## src/rtl/fetch_prefetch_queue.sv

```systemverilog
// rtl/fetch_prefetch_queue.sv - instruction fetch front end with PC-tagged prefetch FIFO
//
// Fetches sequential 32-bit words from instruction memory over a req/ack
// handshake (one request outstanding at most), buffers {pc, instruction}
// pairs in a circular FIFO and hands them to decode over valid/ready.
// A redirect flushes everything and restarts fetch at the target.
//
// Ports:
//   clk          rising-edge clock
//   reset        asynchronous, active-low reset
//   redirect     flush queue and in-flight fetch, restart at redirect_pc
//   redirect_pc  branch/jump target (low two bits ignored)
//   imem_req     fetch request to instruction memory
//   imem_addr    fetch address, stable while imem_req is high
//   imem_ack     memory response valid; transfer on imem_req & imem_ack
//   imem_rdata   instruction word returned with imem_ack
//   instr_valid  head entry available to decode
//   instr_ready  decode accepts the head entry
//   instruction  head instruction word (0 when empty)
//   pc           PC of the head instruction (0 when empty)
//   queue_count  number of occupied FIFO entries

module fetch_prefetch_queue #(
   parameter int          DEPTH    = 4,
   parameter logic [63:0] RESET_PC = 64'h0
) (
   input  logic                       clk,
   input  logic                       reset,
   input  logic                       redirect,
   input  logic [63:0]                redirect_pc,
   output logic                       imem_req,
   output logic [63:0]                imem_addr,
   input  logic                       imem_ack,
   input  logic [31:0]                imem_rdata,
   output logic                       instr_valid,
   input  logic                       instr_ready,
   output logic [31:0]                instruction,
   output logic [63:0]                pc,
   output logic [$clog2(DEPTH+1)-1:0] queue_count
);

   localparam int PW = $clog2(DEPTH);
   localparam int CW = $clog2(DEPTH+1);

   typedef enum logic [1:0] {
      S_IDLE  = 2'd0,
      S_REQ   = 2'd1,
      S_FLUSH = 2'd2
   } state_t;

   state_t          state;
   state_t          state_nxt;

   logic [63:0]     fetch_pc;
   // Address of a request abandoned by a redirect; must stay on the bus
   // until memory acknowledges it.
   logic [63:0]     hold_addr;
   logic [63:0]     redirect_target;

   logic [PW-1:0]   wr_ptr;
   logic [PW-1:0]   rd_ptr;
   logic [CW-1:0]   count;
   logic [CW-1:0]   count_after;

   logic [63:0]     pc_mem    [DEPTH];
   logic [31:0]     instr_mem [DEPTH];

   logic            push;
   logic            pop;
   logic            not_full;
   logic            empty;

   // Masking keeps every bit of redirect_pc in use while forcing word alignment.
   assign redirect_target = redirect_pc & ~64'h3;

   assign empty       = (count == '0);
   assign not_full    = (count < CW'(DEPTH));

   // A response that lands in a redirect cycle belongs to the old path.
   assign push        = (state == S_REQ) & imem_ack & ~redirect;
   // instr_valid already excludes redirect cycles, so pop does as well.
   assign pop         = instr_valid & instr_ready;
   assign count_after = count + CW'(push) - CW'(pop);

   // ------------------------------------------------------------------
   // Fetch FSM
   // ------------------------------------------------------------------
   always_ff @(posedge clk or negedge reset) begin
      if (!reset) begin
         state <= S_IDLE;
      end else begin
         state <= state_nxt;
      end
   end

   always_comb begin
      state_nxt = state;
      imem_req  = 1'b0;
      imem_addr = fetch_pc;
      case (state)
         S_IDLE: begin
            if (redirect || not_full) begin
               state_nxt = S_REQ;
            end
         end
         S_REQ: begin
            imem_req = 1'b1;
            if (redirect) begin
               // With the ack in hand the old request is simply dropped;
               // without it we must wait out the abandoned request.
               state_nxt = imem_ack ? S_REQ : S_FLUSH;
            end else if (imem_ack) begin
               state_nxt = (count_after < CW'(DEPTH)) ? S_REQ : S_IDLE;
            end
         end
         S_FLUSH: begin
            imem_req  = 1'b1;
            imem_addr = hold_addr;
            if (imem_ack) begin
               state_nxt = S_REQ;
            end
         end
         default: begin
            state_nxt = S_IDLE;
         end
      endcase
   end

   // ------------------------------------------------------------------
   // Fetch PC, abandoned-address latch and FIFO pointers
   // ------------------------------------------------------------------
   always_ff @(posedge clk or negedge reset) begin
      if (!reset) begin
         fetch_pc  <= RESET_PC;
         hold_addr <= RESET_PC;
         wr_ptr    <= '0;
         rd_ptr    <= '0;
         count     <= '0;
      end else begin
         if ((state == S_REQ) && redirect && !imem_ack) begin
            hold_addr <= fetch_pc;
         end

         if (redirect) begin
            fetch_pc <= redirect_target;
         end else if (push) begin
            fetch_pc <= fetch_pc + 64'd4;
         end

         if (redirect) begin
            wr_ptr <= '0;
            rd_ptr <= '0;
            count  <= '0;
         end else begin
            if (push) begin
               wr_ptr <= wr_ptr + PW'(1);
            end
            if (pop) begin
               rd_ptr <= rd_ptr + PW'(1);
            end
            count <= count_after;
         end
      end
   end

   // Storage needs no reset: entries are only read while count is non-zero.
   always_ff @(posedge clk) begin
      if (push) begin
         pc_mem[wr_ptr]    <= fetch_pc;
         instr_mem[wr_ptr] <= imem_rdata;
      end
   end

   // ------------------------------------------------------------------
   // Decode-side outputs
   // ------------------------------------------------------------------
   assign instr_valid = ~empty & ~redirect;
   assign instruction = empty ? 32'h0 : instr_mem[rd_ptr];
   assign pc          = empty ? 64'h0 : pc_mem[rd_ptr];
   assign queue_count = count;

endmodule

```

## config.mk

```make
export PLATFORM = sky130hd
export DESIGN_NAME = fetch_prefetch_queue
export DESIGN_NICKNAME = d
export VERILOG_FILES = /design/src/rtl/fetch_prefetch_queue.sv
export SDC_FILE = /design/constraint.sdc
export NUM_CORES = 1
export LEC_CHECK = 0
export CAP_MARGIN = 20
export CELL_PAD_IN_SITES_DETAIL_PLACEMENT = 2
export CELL_PAD_IN_SITES_GLOBAL_PLACEMENT = 2
export CORE_UTILIZATION = 37
export DETAILED_ROUTE_END_ITERATION = 10
export PLACE_DENSITY_LB_ADDON = 0.15
export SETUP_SLACK_MARGIN = 0.3
export SLEW_MARGIN = 0
export SYNTH_ARGS = -nofsm -noshare
export SYNTH_HDL_FRONTEND = slang
export SYNTH_SLANG_ARGS = --single-unit
```

## constraint.sdc

```tcl
create_clock -name clk -period 3.43 [get_ports clk]
set_input_delay 0.8575 -clock clk [delete_from_list [all_inputs] [get_ports clk]]
set_output_delay 0.8575 -clock clk [all_outputs]
set_load 0.02 [all_outputs]
```

Word level (Yosys, flattened, before mapping) --
Memories as Yosys holds them, arrays and structs flattened. Cells that the tools add are included.
Word-level totals: bits in registers 137, RAM bits 384, input bits 101, output and inout port bits 165, memories kept 2
Operators by class: add/sub/neg operators 5, $lt $le $gt $ge 2, equal/unequal tests 5, mux-type cells 20, bitwise gates (word level) 6, reduce and logical (&&, ||, !) cells 10
Memory list:
- pc_mem | words 4, bits a word 64, read ports 1, clocked after memory_dff 0, write ports 1, line 65 | logic [63:0] pc_mem [DEPTH];
- instr_mem | words 4, bits a word 32, read ports 1, clocked after memory_dff 0, write ports 1, line 66 | logic [31:0] instr_mem [DEPTH];
Operator list (count):
- 64-bit 2-to-1 mux | 4
- 64-bit by 3-bit adder with 64-bit output, second input constant | 1
- 32-bit 2-to-1 mux | 1
- 2-bit 2-to-1 mux | 9
- 3-bit less-than comparator, second input constant | 2
- 2-bit case mux with 3 select lines | 1
- 2-bit by 1-bit adder with 2-bit output, second input constant | 2
- 1-bit AND | 4
- 1-bit 2-to-1 mux | 4
- 2-bit != test, second input constant | 2
- 2-bit nonzero test | 2
- 3-bit by 1-bit adder with 3-bit output | 1
- 3-bit zero test | 1
- 3-bit 2-to-1 mux | 1
- 3-bit != test, second input constant | 1
- 3-bit AND reduction | 1
- 3-bit by 1-bit subtractor with 3-bit output | 1
- 2-bit by 1-bit equality test with 1-bit output, second input constant | 1
- 2-bit equality test, second input constant | 1
- 1-bit logical AND | 2
- 2-bit zero test | 1
- 1-bit inverter | 2
- 2-bit OR reduction | 1
- 1-bit zero test | 1
- 1-bit logical OR | 1

Logic depth before layout (Yosys ltp) --
Gate-level depths: netlist of the first run.
depth after elaboration 10, gate-level depth with buffers 14

Worst setup path before layout of the first run --
OpenSTA, ideal clock, no wires.
kind input to register, from input redirect, to memory instr_mem[0][0], enable pin, setup time 0.463 ns, arrival 3.645 ns, setup slack -0.679 ns, stages on the path 4, path buffers 2, cells stage by stage clkbuf_1 -> clkbuf_1 -> nor2_1 -> and2_1
On the way: word-level cells in the longest chain between the ends 4
Ends and longest elaborated chain:
- from (decl) | line 29 | input logic redirect,
- 1-bit inverter | line 80 | assign push = (state == S_REQ) & imem_ack & ~redirect;
- 1-bit AND | line 80
- 1-bit 2-to-1 mux | line 168 | if (push) begin
- 1-bit 2-to-1 mux (implied by the code) | line 170 | instr_mem[wr_ptr] <= imem_rdata;
- to (decl) | line 66
Every way passes these cells.

Worst setup path in the final report of the first run --
from register rd_ptr[0], to output pc[12]
On the way: word-level cells in the longest chain between the ends 2
Ends and longest elaborated chain:
- from (decl) | line 61 | logic [PW-1:0] rd_ptr;
- from (signal assigned) | line 159 | rd_ptr <= rd_ptr + PW'(1);
- memory read 4 x 64 bit
- 64-bit 2-to-1 mux | line 179 | assign pc = empty ? 64'h0 : pc_mem[rd_ptr];
- to (decl) | line 38 | output logic [63:0] pc,
Every way passes these cells.

==> flow_summary.yaml, run 1 <==
route:
  met3_wirelength_um: 2870
  wl_per_cell_um: 26.4
  dr.pass1.iters: 4
  drtIter0Drc: 664
  top_layer_used: "met5"
  via_count: 13300
  m1WireLength_um: 27600
  wl_met2_um: 33900
  via_per_inst: 5.30
  drt-total-wl_um: 66400
  drc_errors: 0
  drtAntennaViolNets: 0
power:
  clkPwrFrac: 0.276
  ir_drop_mv: 0.388
  p_switching_mw: 6.76
  swShare: 0.313
  combPwrFrac: 0.362
  internal-power_mw: 14.8
  seqPwrFrac: 0.362
  powerDensity_nw_per_um2: 766
  p_leak_nw: 10.2
clock_network:
  cts_hold_buf: 0
  clock_sinks: 509
  cts.clk_slew.worst_paths_ns: 0.06
  cts.path.max_buffers: 3
  clk_latency_ns: 0.61
  cts_tree: "yes"
  htree_levels: 2
  cts_root_buffer: "clkbuf_16"
  numCtsBuffers: 56
die:
  die_h_um: 243
  fp-row-count: 87
  die_area_sq_um: 58900
  die_x_um: 243
  io_pins: 266
  fp.coreArea_sq_um: 56800
  start_util: 0.377
setup_path:
  critPathCaptureType: "output port"
  worst-path-max-fanout: 6
  crit_top_cell: "buf_12"
  cp_slowest_stage_delay_ns: 0.51
  worstPathArrival_ns: 2.40
  cp.required_ns: 2.57
  path_delay_family: "buffers and inverters"
  crit_path_top_delay_cell: "dfrtp_4"
  cp-start-kind: "flop"
  path_buf_inv: 5
  reg2reg_slack_ns: 0.51
  worstPathCellList: "buf_12 > buf_12 > buf_16 > buf_8 > mux4_2 > and2_4 > buf_6"
  path_class: "flop to output port"
synthesis:
  synthDistinctLibCells: 46
  syn_avg_cell_area_sq_um: 16.2
  synth_area_sq_um: 21400
  yosys-top-cells-area: "edfxtp_1 53%, dfrtp_1 16%, mux4_2 9.9%"
  async_flop_share: 0.261
  syn_inst: 1326
  synth_common_cells: "376 x edfxtp_1, 133 x dfrtp_1, 106 x mux2_2, 103 x and2_1, 96 x nand2_1"
  synthFlopType: "edfxtp_1"
  yosysTopAreaCellShare: 0.527
  yosys.area.top_type: "edfxtp_1"
  ys_warn_count: 0
  ys_seq_area_frac: 0.683
  synth.most_common_cell: "edfxtp_1"
  synth_edf_count: 376
  synth_seq_cells: 509
timing:
  timing.hold.ws_ns: 0.251
  fin_crit_ns: 3.26
  hold_violations: 0
  setup_viol: 0
  max_freq_ghz: 0.307
  worstMarginPinSlew_ns: 1.00
  fin_setup_tns_ns: 0
  fin_skew_ns: 0.0149
  timing.final.ws_setup_ns: 0.171
  finalMaxSlewViolations: 0
  finalCritPeriodShare: 0.950
  rsz0062_at_grt: "yes"
  maxSlewHeadroom: 0.324
global_route:
  antenna_found_initial: 6
  grt_start_max_net_pins: 79
  first_global_vias: 15000
  grt_pass1_wl_um: 99300
  grt_overflow: 0
  grt_util_all_layers: 0.227
final_layout:
  final_nets: 1823
  diodes: 0
  multi_input_area_sq_um: 6610
  final_core_util: 0.496
  syn2layout_area_growth_pct: 31.7
  drive_gt1_frac: 0.363
  fillCellCount: 5278
  final-seq-area_sq_um: 14600
status:
  status: "complete, no violations"
place:
  io_buffers: 259
  gp_congestion: 0.746
  hpwl_um: 41400
  dpl_worst_slack_ns: 0.106
flow_run:
  drv_cap: 0
hold_path:
  hp-class: "input port to asynchronous set/reset pin"
## flip-flops by register name (all words and copies together) (netlist names)
name / flops
queue_count: 3
wr_ptr: 2
pc_mem: 248
instr_mem: 128
rd_ptr: 2
fetch_pc: 62
state: 2
hold_addr: 62
## routing by layer
metal | track usage | vias up
met5 | 0 | -
li1 | - | 5860
met1 | 0.284 | 7055
met3 | 0.0432 | 114
met4 | 0.0729 | 12
met2 | 0.397 | 275
## cell type report
type,instances,area share
clock buffer,75,0.0555
clock inverter,30,0.00843
inverter,18,0.00240
multi-input combinational,724,0.235
sequential,509,0.519
tap,756,0.0335
timing repair buffer,401,0.147
## layout by cell type, fill, tap and decap left out, types with 5 or more instances in the layout
cell	n
buf_12	36
o31ai_1	9
clkbuf_2	38
xor2_1	23
nand3_1	27
ha_1	10
clkdlybuf4s15_2	18
and2_4	65
mux2_2	106
clkbuf_1	11
and3_1	7
buf_6	55
and4_1	7
nor2b_1	5
nor2_1	32
or4_1	16
nor4_1	16
clkdlybuf4s50_1	100
and2_1	38
nor3_1	9
mux4_2	94
dfrtp_1	128
buf_4	102
xnor2_1	21
o21ai_1	5
a31oi_1	15
nand4_1	19
edfxtp_1	376
buf_16	7
or3_1	8
inv_1	16
buf_2	8
clkinv_1	10
clkbuf_16	59
nand2_1	96
dlygate4sd2_1	28
clkinv_2	9
o21ai_0	63
clkbuf_8	7
## through the flow
stage,total power [mW],std cells,instance area (sq um)
global route,22.5,2513,28200
detailed placement,14.5,2342,25500
global placement,14.3,2342,25500
floorplan,11.4,1329,21400
CTS,21.3,2499,28000
finish,21.6,2513,28200
## path summary, 6_finish.rpt
kind	start	endpoint	cells past startpoint
setup / recovery	rd_ptr[0]$_DFFE_PN0P_	pc[12]	7
hold / removal	reset	fetch_pc[38]$_DFFE_PN0N_	1
setup reg to reg	fetch_pc[13]$_DFFE_PN0N_	fetch_pc[52]$_DFFE_PN0N_	5
hold reg to reg	hold_addr[17]$_DFFE_PN0P_	hold_addr[17]$_DFFE_PN0P_	2
max in group asynchronous	reset	hold_addr[48]$_DFFE_PN0P_	2
min in group clk	hold_addr[17]$_DFFE_PN0P_	hold_addr[17]$_DFFE_PN0P_	2
## cell families (layout without fill, tap and decap cells)
group,count (synthesis),count (layout),synth area share
mux,203,203,0.156
buf+inv,98,524,0.0185
xor+xnor,44,44,0.0180
other cells,1,4,0.000175
compound gates,103,103,0.0273
simple gates,356,358,0.0901
fa+ha+maj,12,12,0.00736
flops,509,509,0.683
## power groups by stage
stage	combinational [mW]	clock, mW	sequential [mW]
2_1_floorplan	3.57	0	7.81
3_3_place_gp	6.42	0	7.88
3_5_place_dp	6.54	0	7.95
4_1_cts	7.35	6.09	7.82
5_1_grt	8.29	6.30	7.91
6_report	7.81	5.96	7.82
## repair_timing
action,CTS,global route
hold endpoints to repair,0,0
gates cloned,8,2
resized for setup,513,204
setup buffers,44,12
setup endpoints to repair,157,122
pin swaps,18,18
Note: power is estimated with default switching activity, not from simulation.
==> run 2, diff against run 1 <==
Settings changed: ABC_CLOCK_PERIOD_IN_PS from default to 3430, CORE_UTILIZATION 37 to 41, DONT_BUFFER_PORTS from default to 1.
==> flow_summary.yaml, run 2 (synthesis gave the netlist of run 1 again) <==
route:
  drt-total-wl_um: 60100
  drc_errors: 0
  wl_met2_um: 30000
  met3_wirelength_um: 3550
  via_count: 11900
  drtIter0Drc: 541
  m1WireLength_um: 25000
  top_layer_used: "met5"
  drtAntennaViolNets: 0
  wl_per_cell_um: 28.4
  dr.pass1.iters: 4
  via_per_inst: 5.62
place:
  gp_congestion: 0.752
  hpwl_um: 36300
  placed_cell_area_sq_um: 22700
  dpl_worst_slack_ns: 0.276
  io_buffers: 0
global_route:
  grt_util_all_layers: 0.228
  grt_start_max_net_pins: 134
  grt_pass1_wl_um: 88600
  first_global_vias: 13100
  grt_overflow: 0
  antenna_found_initial: 6
setup_path:
  cp-startpoint: "rd_ptr[0]$_DFFE_PN0P_"
  path_class: "flop to output port"
  worst-path-max-fanout: 23
  reg2reg_slack_ns: 0.46
  critPathCaptureType: "output port"
  cp-start-kind: "flop"
  ff2ff_path_depth: 14
  cp.required_ns: 2.57
  reg2reg_from: "state[1]$_DFFE_PN0P_"
  worstPathArrival_ns: 2.25
status:
  status: "finished, violations left"
  violations: "hold timing"
power:
  powerDensity_nw_per_um2: 763
  p_switching_mw: 5.96
  seqPwrFrac: 0.416
  clkPwrFrac: 0.307
  power_mw: 18.9
  combPwrFrac: 0.277
  internal-power_mw: 12.9
  p_leak_nw: 8.43
  ir_drop_mv: 0.420
  swShare: 0.316
clock_network:
  numCtsBuffers: 56
  clock_sinks: 509
  cts_root_buffer: "clkbuf_16"
  cts.clk_slew.worst_paths_ns: 0.06
  htree_levels: 2
  cts_tree: "yes"
  clk_latency_ns: 0.61
  cts.path.max_buffers: 3
die:
  die_x_um: 231
  io_pins: 266
  fp-row-count: 83
  die_h_um: 231
  die_area_sq_um: 53200
  start_util: 0.416
  fp.coreArea_sq_um: 51500
timing:
  fin_setup_tns_ns: 0
  rsz0062_at_grt: "yes"
  hold_violations: 133
  setup_viol: 0
  finalCritPeriodShare: 0.906
  timing.final.ws_setup_ns: 0.322
  fin_skew_ns: 0.0214
  maxSlewHeadroom: 0.359
  finalMaxSlewViolations: 0
  fin_crit_ns: 3.11
  max_freq_ghz: 0.322
  timing.hold.ws_ns: -0.0443
  worstMarginPinSlew_ns: 0.951
final_layout:
  fillCellCount: 4726
  final_nets: 1497
  drive_gt1_frac: 0.284
  final_common_cell: "edfxtp_1"
  final_cell_mix: "376 x edfxtp_1, 129 x dfrtp_1, 106 x mux2_2, 96 x nand2_1, 94 x mux4_2"
  syn2layout_area_growth_pct: 15.5
  fin_area_sq_um: 24700
  largest_reg_flops: 248
  largest-register: "pc_mem"
  final-seq-area_sq_um: 14600
  largest_registers: "pc_mem: 248 flops, instr_mem: 128 flops"
  multi_input_area_sq_um: 6530
hold_path:
  hp-class: "input port to asynchronous set/reset pin"
flow_run:
  drv_cap: 0
run 2: cell count changes in the layout (fill, tap and decap cells not counted), sizes merged, moves of 4 or more:
cell | before | now
clkinvlp | 4 | 0
dlygate4sd2 | 28 | 0
clkbuf | 115 | 91
buf | 212 | 74
clkinv | 20 | 14
clkdlybuf4s15 | 20 | 0
clkdlybuf4s50 | 100 | 0
run 2: worst paths after layout:
check,end
setup / recovery,pc[36]
hold / removal,fetch_pc[42]$_DFFE_PN0N_
setup reg to reg,state[0]$_DFFE_PN0P_
hold reg to reg,hold_addr[41]$_DFFE_PN0P_
max in group asynchronous,rd_ptr[1]$_DFFE_PN0P_
min in group clk,instr_mem[1][16]$_DFFE_PP_
run 2: cell type report:
type	count	share of cell area
repair buffers	77	0.0364
well taps	680	0.0344
inverters	18	0.00273
flip-flops and latches	509	0.591
clock buffers	88	0.0664
clock inverters	18	0.00480
diodes	2	0.000202
multi-input cells	722	0.264
run 2: what timing repair did:
item / in CTS / in global routing
pin swaps: 0 / 1
setup buffers: 9 / 0
gates cloned: 1 / 3
endpoints found under the setup margin: 136 / 76
gates resized for setup: 13 / 61
hold endpoints to repair: 133 / 133
run 2: layer usage:
metal  GRT usage  vias to the layer above
met5           0                        -
met2       0.382                      267
met1       0.288                     6351
li1            -                     5174
met3      0.0589                       85
met4      0.0733                        8
run 2: power by group through the flow:
stage	registers [mW]	clock network, mW	logic, mW
floorplan	7.81	0	3.57
global placement	7.94	0	4.69
detailed placement	8.02	0	4.77
CTS	7.87	5.95	5.04
global route	7.95	6.14	5.58
finish	7.86	5.79	5.22
run 2: worst max-delay path: stages, from the launching register on:
cell     delay (ns)
dfrtp_4        0.53
buf_16         0.25
mux4_2         0.58
and2_1         0.26
run 2: per-stage QoR:
stage,cells,utilization,hold WS (ns)
after global routing,2114,0.480,-0.0699
after floorplan,1329,-,0.450
after CTS,2109,0.477,-0.0943
after detailed placement,1993,0.440,0.475
final,2114,0.480,-0.0443
after global placement,1993,0.440,0.463
==> RTL edit 1, RTL diff (config.mk and constraints of run 2) <==
The 3 states of `state_t` get a one-hot encoding in 3 bits.
--- a/src/rtl/fetch_prefetch_queue.sv
+++ b/src/rtl/fetch_prefetch_queue.sv
@@ -43,8 +43,8 @@
    localparam int CW = $clog2(DEPTH+1);
 
-   typedef enum logic [1:0] {
-      S_IDLE  = 2'd0,
-      S_REQ   = 2'd1,
-      S_FLUSH = 2'd2
+   typedef enum logic [2:0] {
+      S_IDLE  = 3'b001,
+      S_REQ   = 3'b010,
+      S_FLUSH = 3'b100
    } state_t;
 
Behaviour: no difference found for any inputs over 4 cycles, from zero or initial values and one cycle with reset low; so few cycles prove little.
==> RTL edit 1 against run 2 <==
The run still ends with hold timing left. Routed wire length shrank 3.0%. Design area down 0.86%. Synthesized area about the same. Setup slack better by 14 ps. Sequential share of layout area up 0.62 points. Total power decreased by 4.7%. Sequential cell count is 1 higher. Combinational power shrank 10%. Critical path type unchanged. Critical endpoint is now pc[7]. Largest power group unchanged.
==> RTL edit 1: results (changes against run 2) <==
============================================================================
Run status                                                      finished, violations left
Violations in the final reports                                  hold timing
Final Wtd Congestion                                                   0.758   +0.81%
Fraction of registers with async set or reset after synthesis          26.3%   +0.14 points
H-tree depth reported by CTS                                               2   unchanged
Setup slack of the critical path after layout                         336 ps   +14.4 ps
Post-placement setup slack                                            360 ps   +83.5 ps
Worst Tran Pin Value                                                  813 ps   -138 ps
DP Cell Count                                                           1976   -0.85%
Average routed wire per standard cell                                27.9 um   -2.0%
Pin count of the biggest net entering global routing                     135   +0.75%
Vias post-DR                                                           11800   -1.0%
Overall fraction of global-route tracks in use                         21.6%   -1.2 points
R2R Path Start                                                  fetch_pc[31]$_DFFE_PN0N_
Leakage                                                              8.25 nW   -2.1%
Max Clock Skew                                                       19.3 ps   -2.03 ps
Synth top cells by count                                        376 x sky130_fd_sc_hd__edfxtp_1, 133 x sky130_fd_sc_hd__dfrtp_1, 105 x sky130_fd_sc_hd__mux2_2, 99 x sky130_fd_sc_hd__and2_1, 94 x sky130_fd_sc_hd__mux4_2
Share of the yosys chip area belonging to registers                    68.4%   +0.17 points
Vias in the first global route                                         13100   -0.12%
Final design instance area without fill                           24500 um^2   -0.86%
Total cell area at the placement stage                            22500 um^2   -0.56%
Fill cell total of the finished layout                                  4754   +0.59%
Global-route wire length before repair                              85200 um   -3.8%
Total detailed-routing wirelength                                   58300 um   -3.0%
Max Fanout on Critical Path                                               10   -57%
Setup slack of the most critical reg-to-reg path                      440 ps   -20 ps
Cts bufs inserted                                                         55   -1.8%
Number of failing hold endpoints at the final stage                      129   -3.0%
Layout cells sized above 1                                             26.0%   -2.4 points
Final net count                                                         1476   -1.4%
Final HPWL DP                                                       35300 um   -2.8%
Violation count after the first detailed-routing iteration               483   -11%
Maximum ir drop on the vdd rail                                     0.551 mV   +31%
WHS                                                                 -43.2 ps   +1.08 ps
============================================================================
==> RTL edit 1: changes by cell type after synthesis, moves of 4 or more <==
cell / change
sky130_fd_sc_hd__and2_1: -4
sky130_fd_sc_hd__and3_1: +11
sky130_fd_sc_hd__ha_1: -4
sky130_fd_sc_hd__nand2_1: -7
sky130_fd_sc_hd__nand3_1: -6
sky130_fd_sc_hd__nor2_1: +6
sky130_fd_sc_hd__nor2b_1: -4
sky130_fd_sc_hd__o21ai_0: +6
sky130_fd_sc_hd__or4_1: -7
sky130_fd_sc_hd__xnor2_1: +18
sky130_fd_sc_hd__xor2_1: -16
==> RTL edit 1: power by group <==
| part | switching (W) | internal (W) |
|---|---|---|
| clock network | 0.00236 | 0.00323 |
| logic | 0.00281 | 0.00188 |
| registers | 0.000437 | 0.00727 |
| total | 0.00561 | 0.0124 |
==> RTL edit 1: kinds of logic (layout without fill, tap and decap cells) <==
kind of cell    after synthesis  in the layout  synth area share, %
compound gates              106            106                 2.72
buf+inv                     101            181                 1.91
xor+xnor                     47             47                 1.99
flops                       510            510                 68.4
other cells                   1              6               0.0175
mux                         200            200                 15.5
fa+ha+maj                     8              8                0.503
simple gates                354            354                 8.97
==> RTL edit 1: what timing repair did <==
item                                    in CTS  in global routing
buffers inserted                             0                  6
gates resized for setup                      6                 17
endpoints found under the setup margin      70                134
endpoints found under the hold margin      133                133
gates cloned                                 0                  7
==> RTL edit 1: worst paths after layout <==
kind	to	cells after the start
worst min-delay path	hold_addr[25]$_DFFE_PN0P_	0
max in group asynchronous	state[0]$_DFFE_PN1P_	0
worst max-delay path	pc[7]	4
worst min register to register	hold_addr[17]$_DFFE_PN0P_	2
min in group clk	instr_mem[2][6]$_DFFE_PP_	0
worst max register to register	fetch_pc[57]$_DFFE_PN0N_	5
==> RTL edit 1: layout make-up <==
cell class	count	share of cell area [%]
multi-input combinational	719	26.2
inverter	17	0.260
sequential	510	59.7
antenna	2	0.0204
timing repair buffer	64	3.47
clock buffer	81	6.25
clock inverter	19	0.581
tap	680	3.47
==> RTL edit 1: worst max-delay path, cell delays in order, from the launching register on <==
cell	delay [ps]
sky130_fd_sc_hd__dfrtp_4	490
sky130_fd_sc_hd__buf_6	160
sky130_fd_sc_hd__buf_16	160
sky130_fd_sc_hd__mux4_2	550
sky130_fd_sc_hd__and2_1	250
==> RTL edit 1: layer usage <==
metal  GRT usage, %  wire (um)  vias up
li1               -          -     5149
met5              0         28        -
met3           4.73       3030       77
met1           28.2      24900     6280
met4           6.23       1200        6
met2           36.3      29200      253
==> RTL edit 2, RTL diff (flow settings as in run 2) <==
Made on the original files. `DEPTH`: 4 -> 16.
--- a/src/rtl/fetch_prefetch_queue.sv
+++ b/src/rtl/fetch_prefetch_queue.sv
@@ -22,5 +22,5 @@
 
 module fetch_prefetch_queue #(
-   parameter int          DEPTH    = 4,
+   parameter int          DEPTH    = 16,
    parameter logic [63:0] RESET_PC = 64'h0
 ) (
Ports: changed (resized queue_count); port bits go from 266 to 268. The function was not compared with the original's and may differ.
==> RTL edit 2 against run 2 <==
The run ends with hold timing, setup timing left. Largest power group unchanged. Setup slack lost 920 ps. Critical path depth grew 3. Register-to-register slack lost 340 ps. Synthesized area grew to 3.0 times the old value. Design area grew to 3.2 times the old value. Sequential cell count grew 1134. Largest cell class unchanged. Via count grew to 2.7 times the old value. Cell count grew to 2.6 times the old value. Hold slack lost 200 ps. Sequential share of layout area grew 3.3 points. Total power grew to 3.1 times the old value. First-iteration DRC count grew to 4.7 times the old value. Routed wire length grew to 3.3 times the old value. Non-clock buffer count grew 223. Highest routed layer unchanged.
==> RTL edit 2: results (changes against run 2) <==
============================================================================
Run status                                                      finished, violations left
Violations in the final reports                                 hold timing, setup timing
Setup slack of the most critical reg-to-reg path                      120 ps   -340 ps
DP Cell Count                                                           5040   +150%
Max Fanout on Critical Path                                               75   +230%
Violation count after the first detailed-routing iteration              2568   +370%
Setup slack of the critical path after layout                        -603 ps   -925 ps
Synth top cells by count                                        1504 x sky130_fd_sc_hd__edfxtp_1, 470 x sky130_fd_sc_hd__mux4_2, 139 x sky130_fd_sc_hd__dfrtp_1, 106 x sky130_fd_sc_hd__mux2_2
Crit path arrival time                                               3180 ps   +930 ps
Fill cell total of the finished layout                                 13300   +180%
Number of failing hold endpoints at the final stage                      139   +4.5%
Share of the yosys chip area belonging to registers                    75.5%   +7.3 points
Final HPWL DP                                                      102000 um   +180%
WHS                                                                  -247 ps   -202 ps
Vias post-DR                                                           31900   +170%
Synthesized instance count                                              2944   +120%
Fraction of registers with async set or reset after synthesis          8.46%   -18 points
Number of enable flip-flop cells after synthesis                        1504   +300%
Cts bufs inserted                                                        176   +210%
Layout cells sized above 1                                             37.8%   +9.4 points
Final-report setup violation count                                        94   +94
Distinct cells, synth                                                     48   +4.3%
Number of vias per cell                                                 5.82   +3.5%
Internal Power                                                      0.0422 W   +230%
Max Clock Skew                                                       32.8 ps   +11.5 ps
Final Wtd Congestion                                                   0.743   -1.2%
============================================================================
## RTL edit 2: worst min-delay path by stage
stage                                     end  slack (ps)  depth (start not counted)
detailed placement  hold_addr[32]$_DFFE_PN0P_         480                          2
finish              hold_addr[37]$_DFFE_PN0P_        -250                          0
CTS                 hold_addr[41]$_DFFE_PN0P_        -310                          0
global placement     hold_addr[4]$_DFFE_PN0P_         460                          2
floorplan           hold_addr[14]$_DFFE_PN0P_         450                          2
global route         fetch_pc[43]$_DFFE_PN0N_        -300                          0
## RTL edit 2: cells by family (layout without fill, tap and decap cells)
kind of cell / after synthesis / count (layout) / share of synthesized area, %
mux: 578 / 578 / 18.3
other cells: 1 / 7 / 0.00582
flops: 1643 / 1643 / 75.5
simple gates: 357 / 357 / 2.99
buf+inv: 184 / 652 / 1.18
compound gates: 113 / 113 / 0.954
fa+ha+maj: 17 / 17 / 0.342
xor+xnor: 51 / 51 / 0.693
## RTL edit 2: critical path, stage by stage (launching register included)
cell and delay, ps:
sky130_fd_sc_hd__dfrtp_1 420, sky130_fd_sc_hd__inv_2 90, sky130_fd_sc_hd__ha_4 120, sky130_fd_sc_hd__nor4b_4 330
sky130_fd_sc_hd__clkbuf_16 330, sky130_fd_sc_hd__buf_16 370, sky130_fd_sc_hd__nor2b_1 290
## RTL edit 2: final cells by class
type | count | share of cell area [%]
tap | 2058 | 3.30
sequential | 1643 | 62.4
multi-input combinational | 1120 | 20.7
timing repair buffer | 300 | 5.91
antenna | 3 | 0.00963
inverter | 22 | 0.109
clock buffer | 234 | 6.23
clock inverter | 96 | 1.28
## RTL edit 2: per-stage QoR
| step | hold WS (ps) | utilization [%] | TNS (ps) |
|---|---|---|---|
| finish | -247 | 50.0 | -45020 |
| global route | -297 | 50.0 | -51860 |
| detailed placement | 479 | 44.2 | 0 |
| global placement | 464 | 44.2 | 0 |
| CTS | -309 | 49.4 | -50420 |
| floorplan | 450 | - | -261800 |
## RTL edit 2: power by group through the flow
stage               combinational [W]  sequential (W)  clock [W]
detailed placement             0.0126          0.0236          0
CTS                            0.0153          0.0232     0.0197
finish                         0.0163          0.0232     0.0194
global route                   0.0172          0.0233     0.0204
global placement               0.0122          0.0235          0
floorplan                     0.00859          0.0236          0
## RTL edit 2: timing repair
item | CTS | global route
endpoints found under the setup margin | 162 | 169
setup buffers | 44 | 17
gates cloned | 25 | 17
pin swaps | 12 | 8
hold endpoints to repair | 139 | 139
gates resized for setup | 268 | 90
## RTL edit 2: per-layer routing
layer	wire, um	vias up	part of all wire (%)	global-route usage, %
met1	81400	17700	42	33.1
met3	12500	232	6.4	5.15
li1	-	12900	-	-
met5	76	-	0.039	0
met4	3500	12	1.8	5.08
met2	98000	949	50	41.4
